==> src/rtl/keypad_scan.sv <==
// 4x4 matrix keypad scanner: row synchronizer, column scan, frame debounce, cmd encoding.
// Define KEYPAD_AUTO_REPEAT_EN to add auto-repeat pulses for held digit keys.
module keypad_scan #(
  parameter int unsigned SCAN_DIV     = 1000,
  parameter int unsigned DEBOUNCE_CNT = 4,
  parameter int unsigned REPEAT_DELAY = 40,
  parameter int unsigned REPEAT_RATE  = 10
) (
  input  logic       clock,
  input  logic       reset,
  input  logic [3:0] row,
  output logic [3:0] col,
  output logic [3:0] cmd,
  output logic       cmd_valid,
  output logic       key_held
);

  typedef enum logic [1:0] {StIdle, StDebPress, StHeld, StDebRel} state_e;

  localparam int unsigned DivW = $clog2(SCAN_DIV);
  localparam int unsigned CntW = $clog2(DEBOUNCE_CNT + 1);
  localparam logic [DivW-1:0] DivLast = DivW'(SCAN_DIV - 1);
  localparam logic [CntW-1:0] CntLast = CntW'(DEBOUNCE_CNT);

  if (SCAN_DIV < 2) begin : g_bad_scan_div
    $error("keypad_scan: SCAN_DIV must be >= 2");
  end
  if (DEBOUNCE_CNT < 1) begin : g_bad_debounce
    $error("keypad_scan: DEBOUNCE_CNT must be >= 1");
  end
  if (REPEAT_DELAY < 1 || REPEAT_RATE < 1) begin : g_bad_repeat
    $error("keypad_scan: REPEAT_DELAY and REPEAT_RATE must be >= 1");
  end

  function automatic logic [3:0] key_map(input logic [1:0] r, input logic [1:0] c);
    logic [3:0] code;
    unique case ({r, c})
      4'h0: code = 4'b0001;
      4'h1: code = 4'b0010;
      4'h2: code = 4'b0011;
      4'h3: code = 4'b1010;
      4'h4: code = 4'b0100;
      4'h5: code = 4'b0101;
      4'h6: code = 4'b0110;
      4'h7: code = 4'b1011;
      4'h8: code = 4'b0111;
      4'h9: code = 4'b1000;
      4'ha: code = 4'b1001;
      4'hb: code = 4'b1100;
      4'hc: code = 4'b1111;
      4'hd: code = 4'b0000;
      4'he: code = 4'b1110;
      default: code = 4'b1101;
    endcase
    return code;
  endfunction

  // Rows idle high (external pull-ups), so the synchronizer resets to all ones.
  logic [3:0] row_meta_q, row_sync_q;

  always_ff @(posedge clock or negedge reset) begin
    if (!reset) begin
      row_meta_q <= 4'hf;
      row_sync_q <= 4'hf;
    end else begin
      row_meta_q <= row;
      row_sync_q <= row_meta_q;
    end
  end

  logic [DivW-1:0] div_q;
  logic [1:0]      col_idx_q;
  logic            sample, frame_end;

  assign sample    = (div_q == DivLast);
  assign frame_end = sample && (col_idx_q == 2'd3);
  assign col       = ~(4'b0001 << col_idx_q);

  always_ff @(posedge clock or negedge reset) begin
    if (!reset) begin
      div_q     <= '0;
      col_idx_q <= '0;
    end else if (sample) begin
      div_q     <= '0;
      col_idx_q <= col_idx_q + 2'd1;
    end else begin
      div_q <= div_q + 1'b1;
    end
  end

  logic [2:0] slot_n;
  logic [1:0] slot_row;

  always_comb begin
    slot_n   = '0;
    slot_row = '0;
    for (int i = 3; i >= 0; i--) begin
      if (!row_sync_q[i]) begin
        slot_n   = slot_n + 3'd1;
        slot_row = 2'(i);
      end
    end
  end

  // Per-frame accumulation; totals include the slot being sampled this cycle.
  logic       acc_one_q, acc_multi_q;
  logic [1:0] acc_row_q, acc_col_q;
  logic       tot_one, tot_multi;
  logic [1:0] tot_row, tot_col;
  logic [3:0] key_code;
  logic       is_one, is_none;

  assign tot_multi = acc_multi_q || (slot_n > 3'd1) || (acc_one_q && (slot_n != 3'd0));
  assign tot_one   = !tot_multi && (acc_one_q || (slot_n == 3'd1));
  assign tot_row   = acc_one_q ? acc_row_q : slot_row;
  assign tot_col   = acc_one_q ? acc_col_q : col_idx_q;
  assign key_code  = key_map(tot_row, tot_col);
  assign is_one    = tot_one && (key_code != 4'b1101);
  assign is_none   = !tot_multi && !is_one;

  always_ff @(posedge clock or negedge reset) begin
    if (!reset) begin
      acc_one_q   <= 1'b0;
      acc_multi_q <= 1'b0;
      acc_row_q   <= '0;
      acc_col_q   <= '0;
    end else if (sample) begin
      if (col_idx_q == 2'd3) begin
        acc_one_q   <= 1'b0;
        acc_multi_q <= 1'b0;
      end else begin
        acc_one_q   <= tot_one;
        acc_multi_q <= tot_multi;
        acc_row_q   <= tot_row;
        acc_col_q   <= tot_col;
      end
    end
  end

  state_e          state_q, state_d;
  logic [CntW-1:0] cnt_q, cnt_d, cnt_inc;
  logic [3:0]      cand_q, cand_d, cmd_q, cmd_d;
  logic            cmd_valid_q, accept, pulse;

  assign cnt_inc = cnt_q + 1'b1;

  always_comb begin
    state_d = state_q;
    cnt_d   = cnt_q;
    cand_d  = cand_q;
    accept  = 1'b0;
    if (frame_end) begin
      unique case (state_q)
        StIdle: begin
          if (is_one) begin
            cand_d = key_code;
            if (DEBOUNCE_CNT == 1) begin
              accept = 1'b1;
            end else begin
              cnt_d   = CntW'(1);
              state_d = StDebPress;
            end
          end
        end
        StDebPress: begin
          if (is_one && (key_code == cand_q)) begin
            if (cnt_inc == CntLast) accept = 1'b1;
            else cnt_d = cnt_inc;
          end else begin
            state_d = StIdle;
            cnt_d   = '0;
          end
        end
        StHeld: begin
          if (is_none) begin
            if (DEBOUNCE_CNT == 1) begin
              state_d = StIdle;
            end else begin
              cnt_d   = CntW'(1);
              state_d = StDebRel;
            end
          end
        end
        StDebRel: begin
          if (is_none) begin
            if (cnt_inc == CntLast) begin
              state_d = StIdle;
              cnt_d   = '0;
            end else begin
              cnt_d = cnt_inc;
            end
          end else begin
            state_d = StHeld;
            cnt_d   = '0;
          end
        end
        default: state_d = StIdle;
      endcase
      if (accept) begin
        state_d = StHeld;
        cnt_d   = '0;
      end
    end
  end

  assign cmd_d = accept ? key_code : cmd_q;

`ifdef KEYPAD_AUTO_REPEAT_EN
  localparam int unsigned RepMax = (REPEAT_DELAY > REPEAT_RATE) ? REPEAT_DELAY : REPEAT_RATE;
  localparam int unsigned RepW   = $clog2(RepMax + 1);
  localparam logic [RepW-1:0] RepDelay = RepW'(REPEAT_DELAY);
  localparam logic [RepW-1:0] RepRate  = RepW'(REPEAT_RATE);

  logic [RepW-1:0] rep_cnt_q, rep_cnt_d, rep_inc;
  logic            rep_first_q, rep_first_d, rep_fire;

  assign rep_inc = rep_cnt_q + 1'b1;

  // Counts frames spent in HELD; first threshold is the delay, then the rate.
  always_comb begin
    rep_cnt_d   = rep_cnt_q;
    rep_first_d = rep_first_q;
    rep_fire    = 1'b0;
    if (accept || (state_q == StHeld && state_d != StHeld)) begin
      rep_cnt_d   = '0;
      rep_first_d = 1'b1;
    end else if (frame_end && state_q == StHeld && cmd_q <= 4'd9) begin
      if (rep_inc == (rep_first_q ? RepDelay : RepRate)) begin
        rep_fire    = 1'b1;
        rep_cnt_d   = '0;
        rep_first_d = 1'b0;
      end else begin
        rep_cnt_d = rep_inc;
      end
    end
  end

  always_ff @(posedge clock or negedge reset) begin
    if (!reset) begin
      rep_cnt_q   <= '0;
      rep_first_q <= 1'b1;
    end else begin
      rep_cnt_q   <= rep_cnt_d;
      rep_first_q <= rep_first_d;
    end
  end

  assign pulse = accept || rep_fire;
`else
  assign pulse = accept;
`endif

  always_ff @(posedge clock or negedge reset) begin
    if (!reset) begin
      state_q     <= StIdle;
      cnt_q       <= '0;
      cand_q      <= '0;
      cmd_q       <= '0;
      cmd_valid_q <= 1'b0;
    end else begin
      state_q     <= state_d;
      cnt_q       <= cnt_d;
      cand_q      <= cand_d;
      cmd_q       <= cmd_d;
      cmd_valid_q <= pulse;
    end
  end

  assign cmd       = cmd_q;
  assign cmd_valid = cmd_valid_q;
  assign key_held  = (state_q == StHeld) || (state_q == StDebRel);

endmodule

==> config.mk <==
export PLATFORM = sky130hd
export DESIGN_NAME = keypad_scan
export DESIGN_NICKNAME = d
export VERILOG_FILES = /design/src/rtl/keypad_scan.sv
export SDC_FILE = /design/constraint.sdc
export NUM_CORES = 1
export LEC_CHECK = 0
export CAP_MARGIN = 5
export CELL_PAD_IN_SITES_DETAIL_PLACEMENT = 1
export CELL_PAD_IN_SITES_GLOBAL_PLACEMENT = 1
export CORE_AREA = 2 2 74 76
export DETAILED_ROUTE_END_ITERATION = 7
export DIE_AREA = 0 0 76 78
export GPL_TIMING_DRIVEN = 0
export PLACE_DENSITY_LB_ADDON = 0.3
export SYNTH_ARGS = -nofsm -noshare
export SYNTH_HDL_FRONTEND = slang
export SYNTH_SLANG_ARGS = --single-unit
==> constraint.sdc <==
create_clock -name clock -period 3.8 [get_ports clock]
set_input_delay 0.38 -clock clock [delete_from_list [all_inputs] [get_ports clock]]
set_output_delay 0.38 -clock clock [all_outputs]
set_load 0.05 [all_outputs]
==> summary.txt <==
Logic synthesis
  • Post-Synthesis Cell Area: 2310 µm²
  • Synth unique cells: 48
  • Syn_area_per_cell: 9.93 µm²
  • Warnings, synthesis: 0
  • Syn_nets: 255
  • Fraction of registers with async set/reset: 100%
  • Sequential fraction of the synthesis area: 43.7%
  • Post-synth EDFFs: 0
  • FF+latch count, synth: 40
  • Mapped Cells: 233
  • Synth Flop Type: dfrtp_1

Routing
  • Routed vias/inst: 5.40
  • Detailed Route Iter0 Violations: 59
  • DR top layer: met4
  • Vias: 1,770
  • Met1 WL: 2240 µm
  • Remaining antenna violation count after routing: 0
  • First-pass DRT Iterations: 4
  • DRT Wirelength: 4730 µm
  • DRC viols: 0
  • Met2 routed WL: 2290 µm
  • WL/cell: 14.4 µm
  • WL met3: 127 µm

Global route
  • First-pass GRT wire length: 8530 µm
  • Initial antenna violation count: 0
  • Largest net degree at the start of global routing: 23
  • GRT Overall Usage: 17.9%
  • Number of global-route vias before repair: 1,895
  • Remaining Overflow, GRT: 0

Clock tree
  • CTS clk-pin slew, worst paths: 0.08 ns
  • Worst-case clock buffer depth: 2
  • Clock net sink count: 40
  • Clock latency on the worst-skew pair: 0.30 ns
  • Root Driver: clkbuf_8
  • H-tree depth: 2
  • Post-CTS Setup Inserts: 0
  • CTS tree: yes
  • Inserted Clock Buffers: 5

Cells and area
  • Multi-input logic area: 1220 µm²
  • Final net count: 279
  • Antenna cells: 0
  • Register Area: 1010 µm²
  • P&R area growth vs syn: 16.8%
  • Fillers: 573
  • Share of cells above drive strength 1: 16.3%
  • Utilization after layout: 53.6%

STA
  • Period minus WS final: 3.53 ns
  • Unrepaired setup endpoints after global routing: no
  • Worst rel slew slack: 49.9%
  • Setup Skew: 0.00905 ns
  • Actual slew at the worst max-slew pin: 0.744 ns
  • Final slew viol count: 0
  • Final Cycle Share: 92.8%
  • Fmax: 284 MHz
  • Total negative slack: 0 ns
  • Endpoints failing setup: 0
  • Final-report hold violation count: 0

Die
  • Die ar.: 5930 µm²
  • Die Width: 76 µm
  • IO Pins: 16
  • Chip Height: 78 µm
  • Initial core utilization: 45.9%
  • Cell Rows: 26
  • Core area: 5040 µm²

Pwr
  • Design Power: 0.000811 W
  • P_leak: 1.20 nW
  • Pwr Density: 300 nW/µm²
  • Max VDD drop: 200 µV

Worst setup path
  • Crit-path max FO: 5
  • WP buf/inv: 3
  • Crit Path Category: reg2reg
  • CP peak stage delay: 0.56 ns
  • WP data required: 3.99 ns
  • Worst endpoint data arrival time: 3.72 ns
  • Crit path from: row_sync_q[2]
  • Top delay family on crit path: simple AND/OR/NAND/NOR gates
  • Crit-path cells: inv_1 > ha_1 > xor2_2 > inv_2 > ha_1 > nand2b_1 > a21oi_1 > o221ai_2 > or3_4 > or4_1 > buf_6 > mux2_4
  • R2R Setup Slk: 0.27 ns
  • Startpoint types: register
  • Element type at the critical path end: register
  • Slowest CP cell: dfstp_2
  • Worst r2r src: row_sync_q[2]
  • Most frequent CP cell: ha_1

Run
  • Total of max-cap violations: 0

Place
  • PortBufs: 15
  • Gpl congestion: 0.828
  • DP HPWL: 3570 µm

Min path
  • HP Class: in2async

Run status
  • Status: finished, final reports clean
[layout make-up]
| class | instances | area share [%] |
|---|---|---|
| inverters | 20 | 2.78 |
| clock buffers | 6 | 3.05 |
| well taps | 70 | 3.24 |
| flip-flops and latches | 40 | 37.4 |
| multi-input cells | 167 | 45.2 |
| plain buffers | 6 | 1.39 |
| clock inverters | 2 | 0.370 |
| repair buffers | 17 | 6.57 |
[state kept, by name, summed over array words and instances, names as in the netlist]
signal,cells
acc_col_q,2
acc_multi_q,1
acc_one_q,1
acc_row_q,2
cand_q,4
cmd,4
cmd_valid,1
cnt_q,3
col_idx_q,2
div_q,10
row_meta_q,4
row_sync_q,4
state_q,2
[cell usage after synthesis, types with 2 or more instances]
cell,instances,area share [%]
dfrtp_1,32,35
nor2_1,23,3.7
nand2_1,19,3.1
inv_1,17,2.8
ha_1,16,8.6
o21ai_0,12,2.6
a21oi_1,11,2.4
dfstp_2,8,9.1
xor2_1,8,3.0
nand3_1,7,1.5
xnor2_1,7,2.6
nor3_1,5,1.1
o211ai_1,5,1.6
clkbuf_1,4,0.65
mux2_4,4,2.6
nand2b_1,4,1.1
nor2b_1,4,1.1
or3_1,4,1.1
and3_1,3,0.81
inv_2,3,0.49
a32o_1,2,0.86
buf_6,2,0.97
mux2_2,2,0.97
mux2i_4,2,1.9
nand4b_1,2,0.76
nor4_1,2,0.54
o21a_1,2,0.65
o221ai_1,2,0.76
o22ai_1,2,0.54
[timing repair]
item / CTS / global route
resized for setup: 0 / 5
hold buffers: 0 / 0
setup endpoints to repair: 0 / 12
[metal layers]
layer / up-vias / global-route usage, %
met5: - / 0
li1: 851 / -
met4: 0 / 6.55
met1: 887 / 21.8
met3: 8 / 3.49
met2: 24 / 31.5
[layout by cell type, fill, tap and decap left out, types with 2 or more instances in the layout]
master	netlist	layout
a21oi_1	11	11
a32o_1	2	2
and3_1	3	3
buf_2	0	2
buf_6	2	2
clkbuf_1	4	4
clkbuf_8	0	6
clkdlybuf4s50_1	0	14
clkinv_2	0	2
dfrtp_1	32	32
dfstp_2	8	8
ha_1	16	16
inv_1	17	17
inv_2	3	3
mux2_2	2	2
mux2_4	4	4
mux2i_4	2	2
nand2_1	19	19
nand2b_1	4	4
nand3_1	7	7
nand4b_1	2	2
nor2_1	23	23
nor2b_1	4	4
nor3_1	5	4
nor3_2	1	2
nor4_1	2	2
o211ai_1	5	5
o21a_1	2	2
o21ai_0	12	12
o22ai_1	2	2
or3_1	4	3
xnor2_1	7	7
xor2_1	8	7
[logic make-up (layout without fill, tap and decap cells)]
family	count (synthesis)	count (layout)	share of synthesized area (%)
fa+ha+maj	16	16	8.65
xor+xnor	15	15	5.68
mux	8	8	5.51
flops	40	40	43.7
buf+inv	26	51	4.86
simple gates	80	80	17.8
compound gates	48	48	13.8
[final timing paths]
check | end | cells after the start
setup / recovery | cmd[0] | 12
hold / removal | cmd[1] | 1
setup reg to reg | cmd[0] | 12
hold reg to reg | row_sync_q[2] | 0
max in group asynchronous | row_meta_q[0] | 2
min in group clock | row_sync_q[2] | 0
[report_power, final]
part | internal, W | switching [W]
Sequential | 0.000433 | 0.00000418
Clock | 0.000145 | 0.000154
Combinational | 0.0000303 | 0.0000446
[through the flow]
stage	worst slack, ns	area (µm²)	hold WS [ns]	cells
finish	0.274	2700	0.0257	328
global route	0.0790	2700	0.0620	328
CTS	0.0190	2670	0.0465	328
detailed placement	0.0563	2580	0.347	320
global placement	0.140	2550	0.346	318
floorplan	0.469	2310	0.0844	233
No activity file was read; power rests on OpenSTA's default activity.
